[src/rtl/mac_dot_sequencer.sv]
// Purpose : operand sequencer for the 16-bit MAC; streams (a,b) pairs into it, clears it per vector,
//           and returns each 36-bit dot product on a valid/ready result port.
// Latency : last pair accepted at edge t -> res_valid high after edge t+MAC_LAT+2.
// Backpres: in_ready drops while a vector drains or its result waits; a stalled result holds all outputs.
//
// Ports
//   clk, reset                  rising-edge clock, asynchronous active-low reset
//   in_valid/in_ready           operand pair handshake; in_a, in_b unsigned 16-bit, in_last ends a vector
//   mac_a, mac_b, mac_clr       drive the external MAC (mac_clr high clears its accumulator)
//   mac_out                     36-bit accumulator value returned by the MAC
//   res_valid/res_ready         result handshake; res_data dot product, res_len pair count,
//                               res_ovf set on length truncation (or clamp when saturation is built in)
//
// Build option: define MAC_SEQ_SAT_EN to clamp res_data to 2^SAT_W-1 (and flag res_ovf) on capture.
module mac_dot_sequencer #(
  parameter int MAX_LEN = 16,
  parameter int MAC_LAT = 1,
  parameter int SAT_W   = 32
) (
  input  logic        clk,
  input  logic        reset,
  input  logic        in_valid,
  output logic        in_ready,
  input  logic [15:0] in_a,
  input  logic [15:0] in_b,
  input  logic        in_last,
  output logic [15:0] mac_a,
  output logic [15:0] mac_b,
  output logic        mac_clr,
  input  logic [35:0] mac_out,
  output logic        res_valid,
  input  logic        res_ready,
  output logic [35:0] res_data,
  output logic [4:0]  res_len,
  output logic        res_ovf
);

  typedef enum logic [1:0] {
    S_CLEAR = 2'd0,
    S_RUN   = 2'd1,
    S_DRAIN = 2'd2,
    S_HOLD  = 2'd3
  } state_t;

  // Drain covers the operand register plus the MAC's own pipeline.
  localparam int              DRN_W    = $clog2(MAC_LAT + 2);
  localparam logic [DRN_W-1:0] DRN_LOAD = DRN_W'(MAC_LAT + 1);
  localparam logic [4:0]       MAX_CNT  = 5'(MAX_LEN);

`ifdef MAC_SEQ_SAT_EN
  localparam logic SAT_ON = 1'b1;
`else
  localparam logic SAT_ON = 1'b0;
`endif

  // One extra bit so SAT_W up to 36 still yields a representable limit.
  localparam logic [36:0] SAT_LIM = 37'd1 << SAT_W;
  localparam logic [35:0] SAT_MAX = 36'(SAT_LIM - 37'd1);

  state_t           r_state;
  logic             r_in_ready;
  logic [15:0]      r_mac_a;
  logic [15:0]      r_mac_b;
  logic             r_mac_clr;
  logic             r_res_valid;
  logic [35:0]      r_res_data;
  logic [4:0]       r_res_len;
  logic             r_res_ovf;
  logic [4:0]       r_count;
  logic             r_trunc;
  logic [DRN_W-1:0] r_drn_cnt;

  state_t           w_state_nxt;
  logic             w_in_ready_nxt;
  logic [15:0]      w_mac_a_nxt;
  logic [15:0]      w_mac_b_nxt;
  logic             w_mac_clr_nxt;
  logic             w_res_valid_nxt;
  logic [35:0]      w_res_data_nxt;
  logic [4:0]       w_res_len_nxt;
  logic             w_res_ovf_nxt;
  logic [4:0]       w_count_nxt;
  logic             w_trunc_nxt;
  logic [DRN_W-1:0] w_drn_cnt_nxt;

  logic             w_accept;
  logic [4:0]       w_count_inc;
  logic             w_at_max;
  logic             w_sat_hit;

  // r_in_ready is only ever high in RUN, so it alone qualifies an accept.
  assign w_accept    = in_valid & r_in_ready;
  assign w_count_inc = r_count + 5'd1;
  assign w_at_max    = (w_count_inc == MAX_CNT);
  assign w_sat_hit   = SAT_ON & ({1'b0, mac_out} >= SAT_LIM);

  always_comb begin
    w_state_nxt     = r_state;
    w_in_ready_nxt  = r_in_ready;
    w_mac_a_nxt     = r_mac_a;
    w_mac_b_nxt     = r_mac_b;
    w_mac_clr_nxt   = r_mac_clr;
    w_res_valid_nxt = r_res_valid;
    w_res_data_nxt  = r_res_data;
    w_res_len_nxt   = r_res_len;
    w_res_ovf_nxt   = r_res_ovf;
    w_count_nxt     = r_count;
    w_trunc_nxt     = r_trunc;
    w_drn_cnt_nxt   = r_drn_cnt;

    case (r_state)
      S_CLEAR: begin
        // The clear pulse has been presented for this cycle; open the input next.
        w_state_nxt    = S_RUN;
        w_mac_clr_nxt  = 1'b0;
        w_in_ready_nxt = 1'b1;
        w_mac_a_nxt    = 16'd0;
        w_mac_b_nxt    = 16'd0;
      end

      S_RUN: begin
        // Idle cycles feed a zero product so bubbles leave the accumulator alone.
        w_mac_a_nxt = 16'd0;
        w_mac_b_nxt = 16'd0;
        if (w_accept) begin
          w_mac_a_nxt = in_a;
          w_mac_b_nxt = in_b;
          w_count_nxt = w_count_inc;
          if (in_last || w_at_max) begin
            w_state_nxt    = S_DRAIN;
            w_in_ready_nxt = 1'b0;
            w_trunc_nxt    = ~in_last;
            w_drn_cnt_nxt  = DRN_LOAD;
          end
        end
      end

      S_DRAIN: begin
        w_mac_a_nxt = 16'd0;
        w_mac_b_nxt = 16'd0;
        if (r_drn_cnt == '0) begin
          w_state_nxt     = S_HOLD;
          w_res_valid_nxt = 1'b1;
          w_res_len_nxt   = r_count;
          w_res_data_nxt  = w_sat_hit ? SAT_MAX : mac_out;
          w_res_ovf_nxt   = r_trunc | w_sat_hit;
        end else begin
          w_drn_cnt_nxt = r_drn_cnt - DRN_W'(1);
        end
      end

      S_HOLD: begin
        if (res_ready) begin
          w_state_nxt     = S_CLEAR;
          w_res_valid_nxt = 1'b0;
          w_count_nxt     = 5'd0;
          w_trunc_nxt     = 1'b0;
          w_mac_clr_nxt   = 1'b1;
        end
      end

      default: begin
        w_state_nxt    = S_CLEAR;
        w_mac_clr_nxt  = 1'b1;
        w_in_ready_nxt = 1'b0;
      end
    endcase
  end

  always_ff @(posedge clk or negedge reset) begin
    if (!reset) begin
      r_state     <= S_CLEAR;
      r_in_ready  <= 1'b0;
      r_mac_a     <= 16'd0;
      r_mac_b     <= 16'd0;
      r_mac_clr   <= 1'b1;
      r_res_valid <= 1'b0;
      r_res_data  <= 36'd0;
      r_res_len   <= 5'd0;
      r_res_ovf   <= 1'b0;
      r_count     <= 5'd0;
      r_trunc     <= 1'b0;
      r_drn_cnt   <= '0;
    end else begin
      r_state     <= w_state_nxt;
      r_in_ready  <= w_in_ready_nxt;
      r_mac_a     <= w_mac_a_nxt;
      r_mac_b     <= w_mac_b_nxt;
      r_mac_clr   <= w_mac_clr_nxt;
      r_res_valid <= w_res_valid_nxt;
      r_res_data  <= w_res_data_nxt;
      r_res_len   <= w_res_len_nxt;
      r_res_ovf   <= w_res_ovf_nxt;
      r_count     <= w_count_nxt;
      r_trunc     <= w_trunc_nxt;
      r_drn_cnt   <= w_drn_cnt_nxt;
    end
  end

  assign in_ready  = r_in_ready;
  assign mac_a     = r_mac_a;
  assign mac_b     = r_mac_b;
  assign mac_clr   = r_mac_clr;
  assign res_valid = r_res_valid;
  assign res_data  = r_res_data;
  assign res_len   = r_res_len;
  assign res_ovf   = r_res_ovf;

endmodule

[config.mk]
export PLATFORM = sky130hd
export DESIGN_NAME = mac_dot_sequencer
export DESIGN_NICKNAME = d
export VERILOG_FILES = /design/src/rtl/mac_dot_sequencer.sv
export SDC_FILE = /design/constraint.sdc
export NUM_CORES = 1
export LEC_CHECK = 0
export ABC_AREA = 1
export CAP_MARGIN = 20
export CORE_UTILIZATION = 30
export CTS_BUF_LIST = sky130_fd_sc_hd__clkbuf_4
export CTS_CLUSTER_DIAMETER = 30
export DETAILED_ROUTE_END_ITERATION = 6
export DONT_BUFFER_PORTS = 1
export GPL_ROUTABILITY_DRIVEN = 1
export PLACE_DENSITY = 0.49
export SYNTH_ARGS = -nofsm -noshare
export SYNTH_HDL_FRONTEND = slang
export SYNTH_SLANG_ARGS = --single-unit
export TNS_END_PERCENT = 20
[constraint.sdc]
create_clock -name clk -period 1.5 [get_ports clk]
set_input_delay 0.15 -clock clk [delete_from_list [all_inputs] [get_ports clk]]
set_output_delay 0.15 -clock clk [all_outputs]
set_load 0.01 [all_outputs]
* Word level (Yosys, flattened, before mapping)
Cells that the tools add are included.
W data, S select, Z words.
** Cells by class
- Add/sub/neg operators :: 2
- Equal/unequal tests :: 9
- Muxes and demuxes :: 25
- Bitwise gates (word level) :: 2
- Reductions and logical operators :: 18
** Operators with widths (count)
- $pmux W16 S2 :: 2
- $mux W16 :: 2
- $reduce_and A4 Y1 :: 3
- $reduce_bool A2 Y1 :: 6
- $mux W2 :: 5
- $mux W5 :: 2
- $ne A2 B2 Y1 const B :: 5
- $pmux W5 S2 :: 1
- $reduce_and A3 Y1 :: 3
- $pmux W1 S2 :: 4
- $pmux W2 S4 :: 1
- $mux W1 :: 7
- $add A5 B1 Y5 const B :: 1
- $eq A5 B5 Y1 const B :: 1
- $eq A2 B2 Y1 const B :: 2
- $logic_not A2 Y1 :: 2
- $pmux W2 S2 :: 1
- $reduce_and A2 Y1 :: 2
- $eq A2 B1 Y1 const B :: 1
- $reduce_or A2 Y1 :: 1
- $sub A2 B1 Y2 const B :: 1
- $and A1 B1 Y1 :: 1
- $logic_or A1 B1 Y1 :: 1
- $not A1 Y1 :: 1
** Word-level totals
- Register bits :: 87
- Input bits :: 73
- Output and inout bits :: 77
- Word-level logic and storage cells :: 68

* Depth between registers and ports, before layout
Gate-level depths: netlist of run 1.
- Depth after elaboration :: 6
- Depth in mapped cells :: 10
- Mapped depth without buffers :: 10

* Worst setup path after synthesis of run 1
OpenSTA, ideal clock, no wires.
- Kind :: register to register
- Start :: reg r_state[0]
- End :: reg r_res_data[10] (netlist: res_data[10])
- Data arrival time :: 1.401 ns
- Required time :: 1.375 ns
- Setup slack :: -0.026 ns
- Stages on the path, launching flop included :: 7
- Cell sequence :: dfrtp_1 inv_1 ha_1 buf_2 nand2_2 buf_2 mux2_2
** Between the ends
- Longest elaborated chain between the ends :: 2
** RTL lines
- start, declared :: RTL line 60 : state_t r_state;
- start signal, assigned :: RTL line 185 : r_state <= w_state_nxt;
- $eq A2 B2 Y1 :: RTL line 111 : case (r_state)
- $reduce_and A2 Y1 (no source line)
- end signal, assigned :: RTL line 191 : r_res_data <= w_res_data_nxt;
- end, declared :: RTL line 66 : logic [35:0] r_res_data;
Every way passes these cells.
A chain may end at the register's enable or synchronous reset.

* Final worst setup path of run 1
- Start :: reg r_state[0]
- End :: reg r_res_data[23] (netlist: res_data[23])
Same word-level chain as after synthesis.

==> results_dict.tcl, run 1 <==
set metrics [dict create \
    busiest_layer "met2" \
    criticalPathCategory "flop to flop" \
    drive_gt1_share_pct 25.6 \
    place.gp.congestion 0.734 \
    hold_buffers 70 \
    antenna_found_initial 0 \
    end_kind "flop" \
    grt_use_total_pct 14.4 \
    cts_tree "built" \
    fp.dieW_um 111 \
    critPathMaxFanout 18 \
    place_hpwl_um 4990 \
    grtUsageMet1_pct 17.1 \
    violations "DRC, hold timing" \
    grt_overflow_total 0 \
    drc 26 \
    relSlewSlack_pct 81.2 \
    viasPerCell 4.79 \
    synthCells 332 \
    use_met2_pct 23.6 \
    ir_drop_mv 0.536 \
    global_route.usage.met3_pct 4.59 \
    start_util_pct 31.0 \
    fp.dieH_um 111 \
    status "finished, violations left" \
    post-route-period-util_pct 98.9 \
    syn_avg_cell_area_um2 10.7 \
    worstSkewPairLatency_ns 0.42 \
    ys_top_cells_by_area "dfrtp_1 60%, mux2_2 12%, nand2_1 9.9%" \
    cts-root-buf "clkbuf_4" \
    layout.nets 501 \
    antenna_left 0 \
    final_cell_mix "89 x nand2_1, 84 x dfrtp_1, 70 x dlygate4sd3_1" \
    ys_seq_elements 87 \
    fmax_mhz 674 \
    grt_pass1_wl_um 13800 \
    skew_ns 0.0114 \
    grt_max_degree 88 \
    drv_slew 0 \
    final_common_cell "nand2_1" \
    setup_viol 0 \
    cts_max_level 3 \
    clkTransAtPathRegs_ns 0.13 \
    register_area_um2 2180 \
    syn_to_final_growth_pct 39.4 \
    post-route-min-period_ns 1.48 \
    diodes 0 \
    fin_util_pct 43.2 \
    synth_cell_type_count 24 \
    grt_pass1_vias 2762 \
    hold_viol 87 \
    yosysTopAreaCellShare_pct 60.4 \
    crit_arrival_ns 1.79 \
    timing.setup.tns_ns 0 \
    syn_area_um2 3570 \
    dieArea_um2 12300 \
    cts_buffers 9 \
    tightest_slew_ns 0.281 \
    worstSetupStartpointType "flop" \
    wl_per_cell_um 15.5 \
    clockBufferDepth 2 \
    fin_cells 569 \
    timing.hold.ws_ns -0.592 \
    yosys_warnings 0 \
    cts.sinks 87 \
    fill_cells 1058 \
    first_iter_violations 161 \
    dp.cells 478 \
    rsz0062_at_grt "yes" \
    synth.yosys.seq_area_share_pct 61.1 \
    powerDensity_nw_per_um2 1880 \
    yosys.area.top_type "dfrtp_1" \
    ios 150 \
    max-cap-violations 0 \
    syn_nets 412 \
    wirelength_um 8830 \
    leakagePower_nw 2.33 \
    multiInputGateArea_um2 1380 \
    core-area_um2 11500 \
    rows 39 \
    drt-pass1-iter-count 6 \
    vias 2725 \
    hold_class "input pin to async pin" \
    required_ns 1.81 \
    io_buffers 0 \
]
-- cell families (layout without fill, tap and decap cells) --
kind of cell / after synthesis / after routing / share of synthesized area [%]
and+or+nand+nor: 141 / 141 / 16.7
DFF: 87 / 87 / 61.1
buffers and inverters: 38 / 132 / 4.60
muxes: 37 / 37 / 11.7
AOI/OAI and AO/OA: 21 / 21 / 3.26
adders and majority gates: 7 / 7 / 2.46
xor gates and xnor gates: 1 / 1 / 0.246
-- power breakdown --
| group | switching (mW) | total [mW] | internal, mW |
|---|---|---|---|
| Sequential | 1.09 | 4.38 | 3.29 |
| Combinational | 1.69 | 3.51 | 1.82 |
| Clock | 0.764 | 1.44 | 0.675 |
-- final timing paths --
kind                       startpoint            to  slack, ns  cells after the start
min                             reset  res_data[34]      -0.59                      0
max in group asynchronous       reset       mac_clr       1.88                      0
max                        r_state[0]  res_data[23]       0.02                      5
min reg2reg                   r_trunc       r_trunc       0.51                      2
min in group clk            res_ready     res_valid       0.07                      4
max reg2reg                r_state[0]  res_data[23]       0.02                      5
-- cells in the mapped netlist --
cell type	count
a21oi_1	2
buf_2	8
buf_4	1
buf_6	1
clkbuf_1	7
dfrtp_1	86
dfstp_2	1
ha_1	7
inv_1	21
mux2_2	37
nand2_1	94
nand2_2	1
nand3_1	39
nand4_1	2
nor2_1	3
nor3_2	1
o211ai_1	1
o21a_1	1
o21ai_0	13
o21ai_1	1
o21ai_2	1
o22ai_1	2
or2_1	1
xnor2_1	1
-- layout make-up --
| class | count | area share [%] |
|---|---|---|
| Inverter | 21 | 1.59 |
| Timing Repair Buffer | 95 | 20.2 |
| Clock buffer | 10 | 1.51 |
| Sequential cell | 87 | 43.9 |
| Tap cell | 143 | 3.60 |
| Clock inverter | 6 | 1.51 |
| Multi-Input combinational cell | 207 | 27.8 |
-- critical path, cell delays in order, from the launching register on --
cell,delay (ns)
dfrtp_2,0.46
inv_2,0.07
ha_4,0.18
nand2_4,0.13
buf_12,0.17
mux2_2,0.35
-- through the flow --
step                worst slack, ns  power (mW)  cell area, µm²
finish                       0.0159        9.33            4970
floorplan                   -0.0259        6.18            3570
global route                -0.0506        10.0            4970
global placement            0.00109        7.06            3850
detailed placement          -0.0642        7.16            3850
CTS                        -0.00707        9.04            4800
-- what timing repair did --
| item | in CTS | in global routing |
|---|---|---|
| cloned | 2 | 1 |
| endpoints found under the setup margin | 63 | 78 |
| setup buffers | 1 | 1 |
| gates resized for setup | 7 | 37 |
| endpoints found under the hold margin | 157 | 87 |
| pin swaps | 2 | 11 |
-- state kept, by name (all words and copies together), names as in the netlist --
signal     cells
res_data      36
mac_clr        1
r_trunc        1
mac_b         16
res_len        5
in_ready       1
res_ovf        1
r_state        2
r_count        5
res_valid      1
r_drn_cnt      2
mac_a         16
-- metal layers --
metal / share of wire, % / vias to the layer above / routed length [µm]
met5: 0 / - / 0
met4: 2.2 / 0 / 190
met3: 8.0 / 14 / 703
met2: 48 / 126 / 4240
met1: 42 / 1320 / 3700
li1: - / 1265 / -
Power figures use the tool's default switching activity.
==> inputs of run 2 (changes only) <==
Settings changed: REMOVE_ABC_BUFFERS from default to 1.
==> run 2 against run 1 <==
  * The run ends with DRC, hold timing, setup timing left
  * Sequential cell count unchanged
  * Die area unchanged
  * Clock skew increased by 0.0089 ns
  * Final cell count increased by 0.70%
  * Clock power about the same
  * Critical path depth decreased by 1
  * First-iteration DRC count decreased by 8.1%
  * Hold slack got worse by 0.0069 ns
  * Fmax decreased by 1.5%
  * Via count decreased by 1.1%
  * Non-clock buffer count increased by 4
==> results_dict.tcl, run 2 (synthesized netlist as in run 1, its figures left out) <==
set metrics [dict create \
    layout.nets 505 \
    crit_arrival_ns 1.81 \
    antenna_left 0 \
    cp_cell_sequence "ha_4 > nand2_2 > buf_12 > mux2_2" \
    slowest_delay_ns 0.49 \
    powerDensity_nw_per_um2 1890 \
    setup_slack_ns -0.00658 \
    skew_ns 0.0203 \
    cts.sinks 87 \
    drc 31 \
    clockBufferDepth 2 \
    grt_use_total_pct 14.6 \
    cts-root-buf "clkbuf_4" \
    grt_pass1_wl_um 14200 \
    hold_class "input pin to async pin" \
    fp.dieH_um 111 \
    cts_buffers 9 \
    clkTransAtPathRegs_ns 0.14 \
    wl_met3_um 690 \
    diodes 0 \
    drive_gt1_share_pct 27.9 \
    criticalPathCategory "flop to flop" \
    post-route-period-util_pct 100 \
    worstSkewPairLatency_ns 0.42 \
    timing.hold.ws_ns -0.599 \
    grt_pass1_vias 2821 \
    drv_slew 0 \
    rsz0062_at_grt "yes" \
    syn_to_final_growth_pct 40.6 \
    dp.cells 480 \
    final_cell_mix "90 x nand2_1, 85 x dfrtp_1, 70 x dlygate4sd3_1" \
    wl_met1_um 3870 \
    rrSetupSlack_ns -0.007 \
    grt_max_degree 88 \
    fin_util_pct 43.5 \
    viasPerCell 4.71 \
    timing.setup.tns_ns -0.00986 \
    grt_overflow_total 0 \
    worstSetupStartpointType "flop" \
    hold_viol 87 \
    cts_tree "built" \
    fp.dieW_um 111 \
    antenna_found_initial 0 \
    hold_buffers 70 \
    first_iter_violations 148 \
    highest_layer "met4" \
    final_common_cell "nand2_1" \
    rows 39 \
    io_buffers 0 \
    place_hpwl_um 5110 \
    wirelength_um 8930 \
    place.gp.congestion 0.750 \
    relSlewSlack_pct 83.8 \
    fmax_mhz 664 \
    tightest_slew_ns 0.243 \
    end_kind "flop" \
    violations "DRC, hold timing, setup timing" \
    status "finished, violations left" \
    vias 2696 \
    dieArea_um2 12300 \
    wl_met2_um 4310 \
    max-cap-violations 0 \
    setup_viol 3 \
    core-area_um2 11500 \
    cts_max_level 3 \
    wl_per_cell_um 15.6 \
    required_ns 1.80 \
    crit_slowest_cell "dfrtp_2" \
    critPathMaxFanout 43 \
    leakagePower_nw 2.34 \
    largest_reg_flops 36 \
    ios 150 \
    start_util_pct 31.0 \
    drt-pass1-iter-count 7 \
    fin_cells 573 \
    post-route-min-period_ns 1.51 \
    ir_drop_mv 0.729 \
]
-- run 2: final cells by class --
| cell class | count | area [µm²] |
|---|---|---|
| clock buffer | 9 | 67.6 |
| clock inverter | 7 | 87.6 |
| fill | 1070 | 6500 |
| inverter | 21 | 78.8 |
| multi-input combinational | 207 | 1400 |
| sequential | 87 | 2180 |
| tap | 143 | 179 |
| timing repair buffer | 99 | 1030 |
-- run 2: through the flow --
step	power [mW]	cell area, µm²	worst slack, ns
after floorplan	6.07	3480	-0.515
after global placement	7.12	3870	-0.0265
after detailed placement	7.23	3870	-0.0505
after CTS	9.17	4850	-0.0586
after global routing	10.1	5010	-0.100
final	9.48	5010	-0.00658
-- run 2: path summary, 6_finish.rpt --
check / cells past startpoint / end / startpoint
setup / recovery: 4 / res_data[19] / r_state[1]
hold / removal: 0 / mac_a[3] / reset
setup reg to reg: 4 / res_data[19] / r_state[1]
hold reg to reg: 2 / r_trunc / r_trunc
max in group asynchronous: 0 / mac_clr / reset
min in group clk: 4 / res_valid / res_ready
-- run 2: where the power goes --
| part | internal [mW] | leakage [nW] | switching [mW] |
|---|---|---|---|
| Sequential | 3.29 | 1.10 | 1.07 |
| Combinational | 1.89 | 1.16 | 1.78 |
| Clock | 0.663 | 0.0786 | 0.787 |
| Total | 5.84 | 2.34 | 3.64 |
-- run 2: layer usage --
layer | GRT usage, % | up-vias
met5 | 0 | -
met1 | 17.3 | 1293
li1 | - | 1275
met2 | 25.9 | 122
met4 | 3.51 | 0
met3 | 4.54 | 6
-- run 2: critical path: cells and delay by family, from the launching register on --
kind | cells | cell delay [ns]
flip-flops | 1 | 0.49
buffers and inverters | 1 | 0.23
adder cells (fa/ha/maj) | 1 | 0.19
AND/OR/NAND/NOR | 1 | 0.09
multiplexers | 1 | 0.37
-- run 2: timing repair --
item,4_1_cts,5_1_grt
gates resized for setup,9,42
endpoints found under the hold margin,157,87
pin swaps,3,16
buffers inserted,4,2
cloned,2,1
setup endpoints to repair,77,76
